===== src/rtl/qr_pkg.sv =====
// Shared widths and FSM encoding for the Q8.8 dot-product MAC.
// Q_W-bit signed Q8.8 operands, ACC_W-bit accumulator, VEC_LEN-element vectors.
package qr_pkg;
  localparam int Q_W     = 16;
  localparam int FRAC    = 8;
  localparam int ACC_W   = 34;
  localparam int VEC_LEN = 3;
  localparam int IDX_W   = 2;

  localparam logic [IDX_W-1:0] LAST_IDX = IDX_W'(VEC_LEN - 1);

  typedef enum logic [1:0] {
    IDLE  = 2'd0,
    ACC   = 2'd1,
    ROUND = 2'd2
  } state_t;
endpackage


===== src/rtl/q_round_sat.sv =====
// Round-half-up from FRAC fractional bits, then saturate to signed Q_W.
// Purely combinational; no flow control.
module q_round_sat
  import qr_pkg::*;
(
  input  logic signed [ACC_W-1:0] acc_in,
  output logic        [Q_W-1:0]   r_out,
  output logic                    sat
);

  localparam logic signed [ACC_W-1:0] RND    = ACC_W'(1 << (FRAC - 1));
  localparam logic signed [ACC_W-1:0] SAT_HI = ACC_W'((1 << (Q_W - 1)) - 1);
  localparam logic signed [ACC_W-1:0] SAT_LO = ~SAT_HI;

  logic signed [ACC_W-1:0] rounded;

  always_comb begin
    // acc can reach only ~3*2^30, so adding the half-LSB cannot overflow ACC_W
    rounded = (acc_in + RND) >>> FRAC;
    r_out   = rounded[Q_W-1:0];
    sat     = 1'b0;
    if (rounded > SAT_HI) begin
      r_out = SAT_HI[Q_W-1:0];
      sat   = 1'b1;
    end else if (rounded < SAT_LO) begin
      r_out = SAT_LO[Q_W-1:0];
      sat   = 1'b1;
    end
  end

endmodule


===== src/rtl/r_dot_mac.sv =====
// Serial 3-term Q8.8 dot product q.a with rounding/saturation; r_valid one cycle
// after the third accepted element. No backpressure: in_valid accepted whenever in ACC.
module r_dot_mac
  import qr_pkg::*;
(
  input  logic           clk,
  input  logic           reset,
  input  logic           start,
  input  logic           in_valid,
  input  logic [Q_W-1:0] q_in,
  input  logic [Q_W-1:0] a1,
  input  logic [Q_W-1:0] a2,
  input  logic [Q_W-1:0] a3,
  output logic [Q_W-1:0] r_out,
  output logic           r_valid,
  output logic           busy,
  output logic           ovf
);

  state_t                   state, state_nxt;
  logic signed [ACC_W-1:0]  acc, acc_nxt;
  logic        [IDX_W-1:0]  idx;
  logic        [Q_W-1:0]    a_sel;
  logic signed [2*Q_W-1:0]  prod;
  logic        [Q_W-1:0]    rs_r;
  logic                     rs_sat;
  logic                     start_ok;
  logic                     accept;
  logic                     last;

  always_comb begin
    a_sel = a3;
    case (idx)
      2'd0:    a_sel = a1;
      2'd1:    a_sel = a2;
      default: a_sel = a3;
    endcase
  end

  assign prod    = $signed(q_in) * $signed(a_sel);
  assign acc_nxt = acc + ACC_W'(prod);
  assign last    = (idx == LAST_IDX);

  // Round the final sum in the accepting cycle so r_out is already new while
  // r_valid is high in ROUND; this meets the one-cycle latency with registered outputs.
  q_round_sat u_round_sat (
    .acc_in (acc_nxt),
    .r_out  (rs_r),
    .sat    (rs_sat)
  );

  always_ff @(posedge clk) begin
    if (reset) state <= IDLE;
    else       state <= state_nxt;
  end

  always_comb begin
    state_nxt = state;
    start_ok  = 1'b0;
    accept    = 1'b0;
    case (state)
      IDLE: begin
        if (start) begin
          start_ok  = 1'b1;
          state_nxt = ACC;
        end
      end
      ACC: begin
        if (in_valid) begin
          accept = 1'b1;
          if (last) state_nxt = ROUND;
        end
      end
      ROUND:   state_nxt = IDLE;
      default: state_nxt = IDLE;
    endcase
  end

  assign busy = (state == ACC) || (state == ROUND);

  always_ff @(posedge clk) begin
    if (reset) begin
      acc     <= '0;
      idx     <= '0;
      r_out   <= '0;
      r_valid <= 1'b0;
      ovf     <= 1'b0;
    end else begin
      r_valid <= 1'b0;
      if (start_ok) begin
        acc <= '0;
        idx <= '0;
        ovf <= 1'b0;
      end
      if (accept) begin
        acc <= acc_nxt;
        idx <= idx + 1'b1;
        if (last) begin
          r_out   <= rs_r;
          ovf     <= rs_sat;
          r_valid <= 1'b1;
        end
      end
    end
  end

endmodule

===== config.mk =====
export PLATFORM = sky130hd
export DESIGN_NAME = r_dot_mac
export DESIGN_NICKNAME = d
export VERILOG_FILES = /design/src/rtl/qr_pkg.sv /design/src/rtl/q_round_sat.sv /design/src/rtl/r_dot_mac.sv
export SDC_FILE = /design/constraint.sdc
export NUM_CORES = 1
export LEC_CHECK = 0
export BUFFER_PORTS_ARGS = -buffer_cell sky130_fd_sc_hd__buf_2
export CAP_MARGIN = 40
export CORE_UTILIZATION = 35
export CTS_CLUSTER_SIZE = 30
export DETAILED_ROUTE_END_ITERATION = 16
export PLACE_DENSITY = 0.5
export SLEW_MARGIN = 20
export SYNTH_ARGS = -nofsm -noshare
export SYNTH_HDL_FRONTEND = slang
export SYNTH_HIERARCHICAL = 1
export SYNTH_SLANG_ARGS = --single-unit

===== constraint.sdc =====
create_clock -name clk -period 10.95 [get_ports clk]
set_input_delay 0.5475 -clock clk [delete_from_list [all_inputs] [get_ports clk]]
set_output_delay 0.5475 -clock clk [all_outputs]
set_load 0.02 [all_outputs]

Yosys cells after proc, flatten, opt, wreduce, memory -nomap -nowiden --
Index checks and enable logic that the tools add are counted.
Word-level totals: input bits 68, logic and storage cells 48, register bits 56, output and inout bits 19
Cells by class: add/subtract/negate cells 3, multiply operators 1, muxes and demuxes 21, reduce and logical (&&, ||, !) cells 7, eq/ne operators 7, bitwise operators 1, order comparisons 2
Operator list (count):
- 2-to-1 mux 34 bit | 2
- adder 34 x 32 -> 34 bit | 1
- adder 34 x 9 -> 34 bit (second input constant) | 1
- multiplier 16 x 16 -> 32 bit | 1
- 2-to-1 mux 16 bit | 2
- case mux 16 bit (2 select lines) | 1
- greater-than comparator 26 x 16 -> 1 bit (second input constant) | 1
- less-than comparator 26 x 16 -> 1 bit (second input constant) | 1
- 2-to-1 mux 1 bit | 10
- 2-to-1 mux 2 bit | 5
- != test 2 bit (second input constant) | 3
- == test 2 x 1 -> 1 bit (second input constant) | 2
- == test 2 bit (second input constant) | 2
- zero test 2 bit | 2
- case mux 2 bit (2 select lines) | 1
- AND reduction 3 bit | 1
- adder 2 x 1 -> 2 bit (second input constant) | 1
- AND reduction 2 bit | 1
- nonzero test 2 bit | 1
- OR reduction 2 bit | 1
- logical OR 1 bit | 1
- NOT 1 bit | 1

Longest topological paths before layout --
depth after elaboration 10, depth in mapped cells 39, mapped depth without buffers 36

By module --
The synthesis kept the hierarchy.
Modules (own cells, without submodules):
- r_dot_mac | sequential area each 1121.1 um^2, instances 1, cells each 1487, area each 13513.0 um^2
- q_round_sat | sequential area each 0.0 um^2, instances 1, cells each 150, area each 969.7 um^2

Worst setup path after synthesis --
Ideal clock, no wire load.
path type register to register, start point register idx[0], end point register r_out[14], clock period less this slack 8975 ps, setup slack 1975 ps, buffers on the path 4, data required time 10880 ps, setup time 70 ps, cell stages (with the launch flop) 37, arrival time 8905 ps, cell sequence dfxtp_1 > inv_1 > ha_1 > clkbuf_1 > nor2_1 > clkbuf_1 > nand2_1 > nand2_1 > clkbuf_1 > nand2_1 > fa_1 > inv_1 > fa_1 > fa_1 > fa_1 > fa_1 > inv_1 > fa_1 > inv_1 > ha_1 > and3_1 > and3_4 > a221o_1 > a41oi_2 > o22ai_2 > a31o_1 > a21o_1 > xor2_1 > and3_1 > nand2_1 > nor4_1 > xnor2_1 > buf_2 > nand2_1 > nand3_2 > nand2_1 > a21oi_1
Between the ends: longest elaborated chain between the ends 8, elaborated cells between the ends (all ways) 12, those cells by class add/sub: 2; mul: 1; order compare: 2; eq/ne: 2; mux: 3; reduce/logical: 2
Ends and longest elaborated chain:
- from (decl) | RTL line r_dot_mac.sv:22 | logic [IDX_W-1:0] idx;
- from (signal assigned) | RTL line r_dot_mac.sv:97 | idx <= idx + 1'b1;
- == test 2 x 1 -> 1 bit or zero test 2 bit (tied branches) | RTL line r_dot_mac.sv:33 | case (idx)
- case mux 16 bit (2 select lines) * | RTL line r_dot_mac.sv:33
- multiplier 16 x 16 -> 32 bit * | RTL line r_dot_mac.sv:40 | assign prod = $signed(q_in) * $signed(a_sel);
- adder 34 x 32 -> 34 bit * | RTL line r_dot_mac.sv:41 | assign acc_nxt = acc + ACC_W'(prod);
- named net acc_nxt[28] | RTL line r_dot_mac.sv:21 | logic signed [ACC_W-1:0] acc, acc_nxt;
- adder 34 x 9 -> 34 bit * | RTL line q_round_sat.sv:19 | rounded = (acc_in + RND) >>> FRAC;
- less-than comparator 26 x 16 -> 1 bit | RTL line q_round_sat.sv:25 | end else if (rounded < SAT_LO) begin
- 2-to-1 mux 16 bit | RTL line q_round_sat.sv:25
- 2-to-1 mux 16 bit * | RTL line q_round_sat.sv:22 | if (rounded > SAT_HI) begin
- named net rs_r[14] | RTL line r_dot_mac.sv:25 | logic [Q_W-1:0] rs_r;
- to (signal assigned) | RTL line r_dot_mac.sv:99 | r_out <= rs_r;
- to (decl) | RTL line r_dot_mac.sv:14 | output logic [Q_W-1:0] r_out,
The timed path passes the listed nets; every way through them passes the cells marked *. A chain may end at the register's enable or synchronous reset.

Final worst setup path --
start point register idx[0], end point register r_out[13]
Same word-level chain as after synthesis.

==> results.md <==
- The run finished with clean final reports.
- Counting the fill cells in the layout gives 4183.
- The row count is 74.
- The via density per instance is 4.89.
- For the worst setup path, the data arrival time is 10.11 ns.
- At the pin with the least slew margin, the transition time is 0.789 ns.
- The register bit total from synthesis is 56.
- The sequential cell area in the final layout is 1120 sq um.
- In this run, post-CTS repair resized a total of 0 instances.
- The first-pass iteration count of the detailed router is 5.
- The count of port buffers added during placement is 86.
- Setup violations remaining at the end of the flow were counted as 0.
- For this run the aggregate overflow at the end of global routing stands at 0.
- For this run, design rule violations remaining after detail routing come to 0.
- In this run the critical register-to-register path is launched from idx[0].
- The number of synthesized flops with an enable pin is 0.
- The total area inside the core boundary comes to 40800 sq um.
- The sum of negative setup slack is 0 ns.
- Measured against its own limit, the worst slew margin works out to 47.4%.
- The cell area after synthesis is 14500 sq um.
- Global routing consumed, over all layers together, 18.8% of the routing resources.
- The end of the worst register-to-register path is r_out[13].
- The clock root buffer is sky130_fd_sc_hd__clkbuf_16.
- The tightest hold margin is 0.457 ns.
- For hold timing, the worst endpoint is r_out[6].
- The proportion of synthesized chip area in sequential cells is 7.74%.
- The most instantiated flip-flop cell in the synthesis netlist is sky130_fd_sc_hd__dfxtp_1.
- TritonCTS built the clock tree.
- The total detailed-routing wirelength is 36700 um.
- The peak per-stage delay on the critical path is 0.68 ns.
- The number of nets in the synthesized netlist is 2120.
- Entering global routing, the biggest net connects 42 pins.
- After technology mapping, the gate count stands at 1637.
- The critical hold path startpoint is r_out[6].
- After synthesis, the netlist uses 64 different library cells.
- Dividing the detail-routed wire length by the instance count gives 16.6 um.
- The count of endpoints failing hold in the final timing report is 0.
- The final critical-path required period is 9.87 ns.
- The antenna diode instance count is 0.
- The via count of the first global-routing pass is 11800.
- The half-perimeter wire length after placement is 31200 um.
- STA puts the critical path data required time at 11.19 ns.
- The first global-routing pass estimated 61800 um of wire.
- The period utilization is 90.2%.
- The die area is 42200 sq um.
- The worst path setup slack after routing is 1.08 ns.
- The final max-slew violation count is 0.
- The worst register-to-register path has a setup slack of 1.08 ns.
- Of all nets on the critical path, the largest fanout is 16.
- The CTS clock-pin slew for the worst setup and hold paths is 0.09 ns.
- Timing would allow up to 101 MHz.
- The worst-case clock skew is 0.00831 ns.
- In this run the count of I/O pins placed on the die edge is 87.
- The H-tree was split into 2 levels.
- The initial standard-cell utilization of the core is 35.5%.
- Post-CTS timing repair inserted 0 buffers for setup.
- The mean cell area of the mapped netlist is 8.85 sq um.
- The die extent in y is 205 um.
- The maximum buffer depth of the clock tree is 2.
- The library cell contributing the largest single delay on the critical path is sky130_fd_sc_hd__a22oi_2.
- Routability-driven placement finished with a final weighted congestion of 0.822.
- Counting every sink on the clock net gives 56.
- The die is 205 um wide.
- For this run, the post-layout net count is 2168.
- In the final layout, the multi-input gates occupy 11800 sq um.
- STA classifies the critical path startpoint as a register.
- OpenSTA, run right after detailed placement, puts the worst setup slack at 0.831 ns.
- The type of the tightest min-delay check is reg2reg.
- The cts-stage hold buffer count is 0.
- Across the run, the number of max-cap violations was 0.
- Clock tree synthesis inserted a total of 5 buffers.
- The layout cell share with drive strength beyond 1 is 8.36%.
- The critical path is of the reg2reg type.
- Yosys printed 6 warnings.
- Setup repair after global routing left no endpoint under its margin.
- The clock latency of the later-clocked register in the worst-skew pair is 0.31 ns.
- The async set-or-reset flop fraction in the synthesized netlist is 0%.
- From synthesis to final layout, the design area changed by 8.14%.
- The number of routed nets with antenna violations is 0.
- Counting cells, the worst reg-to-reg path comes to 35.
- Summing over every cut layer, the via total after detailed routing is 10800.
- The initial antenna violation count is 0.
- The first-iteration detailed-routing DRC count is 528.
- The worst hold path depth is 2.
- STA classifies the critical path endpoint as a register.
## critical path: cells and delay by family (launching register included)
kind / cells / cell delay (ns)
AO/OA/AOI/OAI: 6 / 1.85
flip-flops: 1 / 0.38
buffers and inverters: 8 / 0.86
adder cells (fa/ha/maj): 8 / 3.69
XOR/XNOR: 1 / 0.50
AND/OR/NAND/NOR: 12 / 2.51
## state kept, by name, indices dropped and copies added (netlist names)
name and count:
state 2, r_out 16, r_valid 1, idx 2
acc 34, ovf 1
## layout by cell type, fill, tap and decap left out, types with 3 or more instances in the layout
cell and n:
sky130_fd_sc_hd__a22oi_1 30, sky130_fd_sc_hd__inv_1 359, sky130_fd_sc_hd__xnor2_1 36, sky130_fd_sc_hd__buf_2 87, sky130_fd_sc_hd__o21a_1 9, sky130_fd_sc_hd__a21oi_1 48
sky130_fd_sc_hd__fa_1 305, sky130_fd_sc_hd__a211o_1 4, sky130_fd_sc_hd__ha_1 110, sky130_fd_sc_hd__nand4_1 9, sky130_fd_sc_hd__nand2_1 229, sky130_fd_sc_hd__nor2_1 57
sky130_fd_sc_hd__a31oi_1 7, sky130_fd_sc_hd__a21o_1 15, sky130_fd_sc_hd__o21ai_0 12, sky130_fd_sc_hd__nor2b_1 34, sky130_fd_sc_hd__mux2i_1 4, sky130_fd_sc_hd__clkbuf_16 5
sky130_fd_sc_hd__o21bai_1 3, sky130_fd_sc_hd__a22o_1 20, sky130_fd_sc_hd__dfxtp_1 56, sky130_fd_sc_hd__or3_1 4, sky130_fd_sc_hd__and4_1 3, sky130_fd_sc_hd__a221o_1 3
sky130_fd_sc_hd__or4_1 4, sky130_fd_sc_hd__nand2b_1 5, sky130_fd_sc_hd__or2_2 4, sky130_fd_sc_hd__buf_4 16, sky130_fd_sc_hd__and3_1 7, sky130_fd_sc_hd__o31ai_1 3
sky130_fd_sc_hd__xor2_1 16, sky130_fd_sc_hd__o211ai_1 3, sky130_fd_sc_hd__nand3_2 10, sky130_fd_sc_hd__nor4_1 5, sky130_fd_sc_hd__and2_1 85, sky130_fd_sc_hd__nand3_1 32
sky130_fd_sc_hd__o21ai_1 3, sky130_fd_sc_hd__nor3_1 8
## layout make-up
| type | count | share of cell area (%) |
|---|---|---|
| multi-input cells | 1156 | 75.1 |
| inverters | 359 | 8.60 |
| flip-flops and latches | 56 | 7.16 |
| well taps | 532 | 4.25 |
| repair buffers | 107 | 3.99 |
| clock buffers | 5 | 0.799 |
| clock inverters | 3 | 0.144 |
## metrics by stage
stage               utilization [%]  area, sq um  std cells
floorplan                         -        14500       1637
global placement               37.8        15400       2203
detailed placement             37.9        15500       2206
CTS                            38.2        15600       2214
global route                   38.4        15700       2218
finish                         38.4        15700       2218
## layer usage
metal | GRT usage, % | up-vias | routed length, um
li1 | - | 5109 | -
met1 | 24.0 | 5537 | 16200
met2 | 34.7 | 168 | 19100
met3 | 1.11 | 34 | 819
met4 | 3.68 | 0 | 664
met5 | 0 | - | 0
## how the worst max path moves through the flow
stage | startpoint | end | slack (ns) | cells past startpoint
floorplan | idx[0] | r_out[14] | 1.97 | 36
global placement | idx[0] | r_out[0] | 0.60 | 34
detailed placement | idx[0] | r_out[13] | 0.83 | 35
CTS | idx[0] | r_out[13] | 0.76 | 35
global route | idx[0] | r_out[0] | 0.34 | 35
finish | idx[0] | r_out[13] | 1.08 | 35
## kinds of logic (layout without fill, tap and decap cells)
kind of cell    after synthesis  after routing  synth area share (%)
simple gates                503            503                  17.0
mux                           4              4                 0.276
buf+inv                     425            474                  11.1
fa+ha+maj                   415            415                  51.7
xor+xnor                     53             53                  3.21
flops                        56             56                  7.74
compound gates              181            181                  9.02
## synthesized netlist by cell type, drive strengths merged (3+ instances only)
master,instances,area share [%]
nand3,42,1.8
nor3,8,0.28
nand2b,5,0.22
nand2,229,5.9
a22o,20,1.2
a22oi,31,1.6
nor2b,34,1.5
nor2,57,1.5
buf,7,0.31
a21o,15,0.78
or4,5,0.29
xor2,16,0.97
a31oi,7,0.30
xnor2,37,2.2
nor4,5,0.22
and3,8,0.38
o21bai,3,0.16
o31ai,3,0.16
a211o,4,0.24
mux2i,4,0.28
and2,85,3.7
clkbuf,59,1.5
o211ai,3,0.16
nand4,10,0.48
or3,4,0.17
a221o,3,0.21
o21a,9,0.47
inv,359,9.3
dfxtp,56,7.7
or2,4,0.17
a21oi,49,1.7
fa,305,42
o21ai,16,0.63
ha,110,9.5
and4,3,0.18
Power is left out: the tool's default activity adds up to more than one toggle a clock period on the data nets, which glitch-free logic cannot reach.
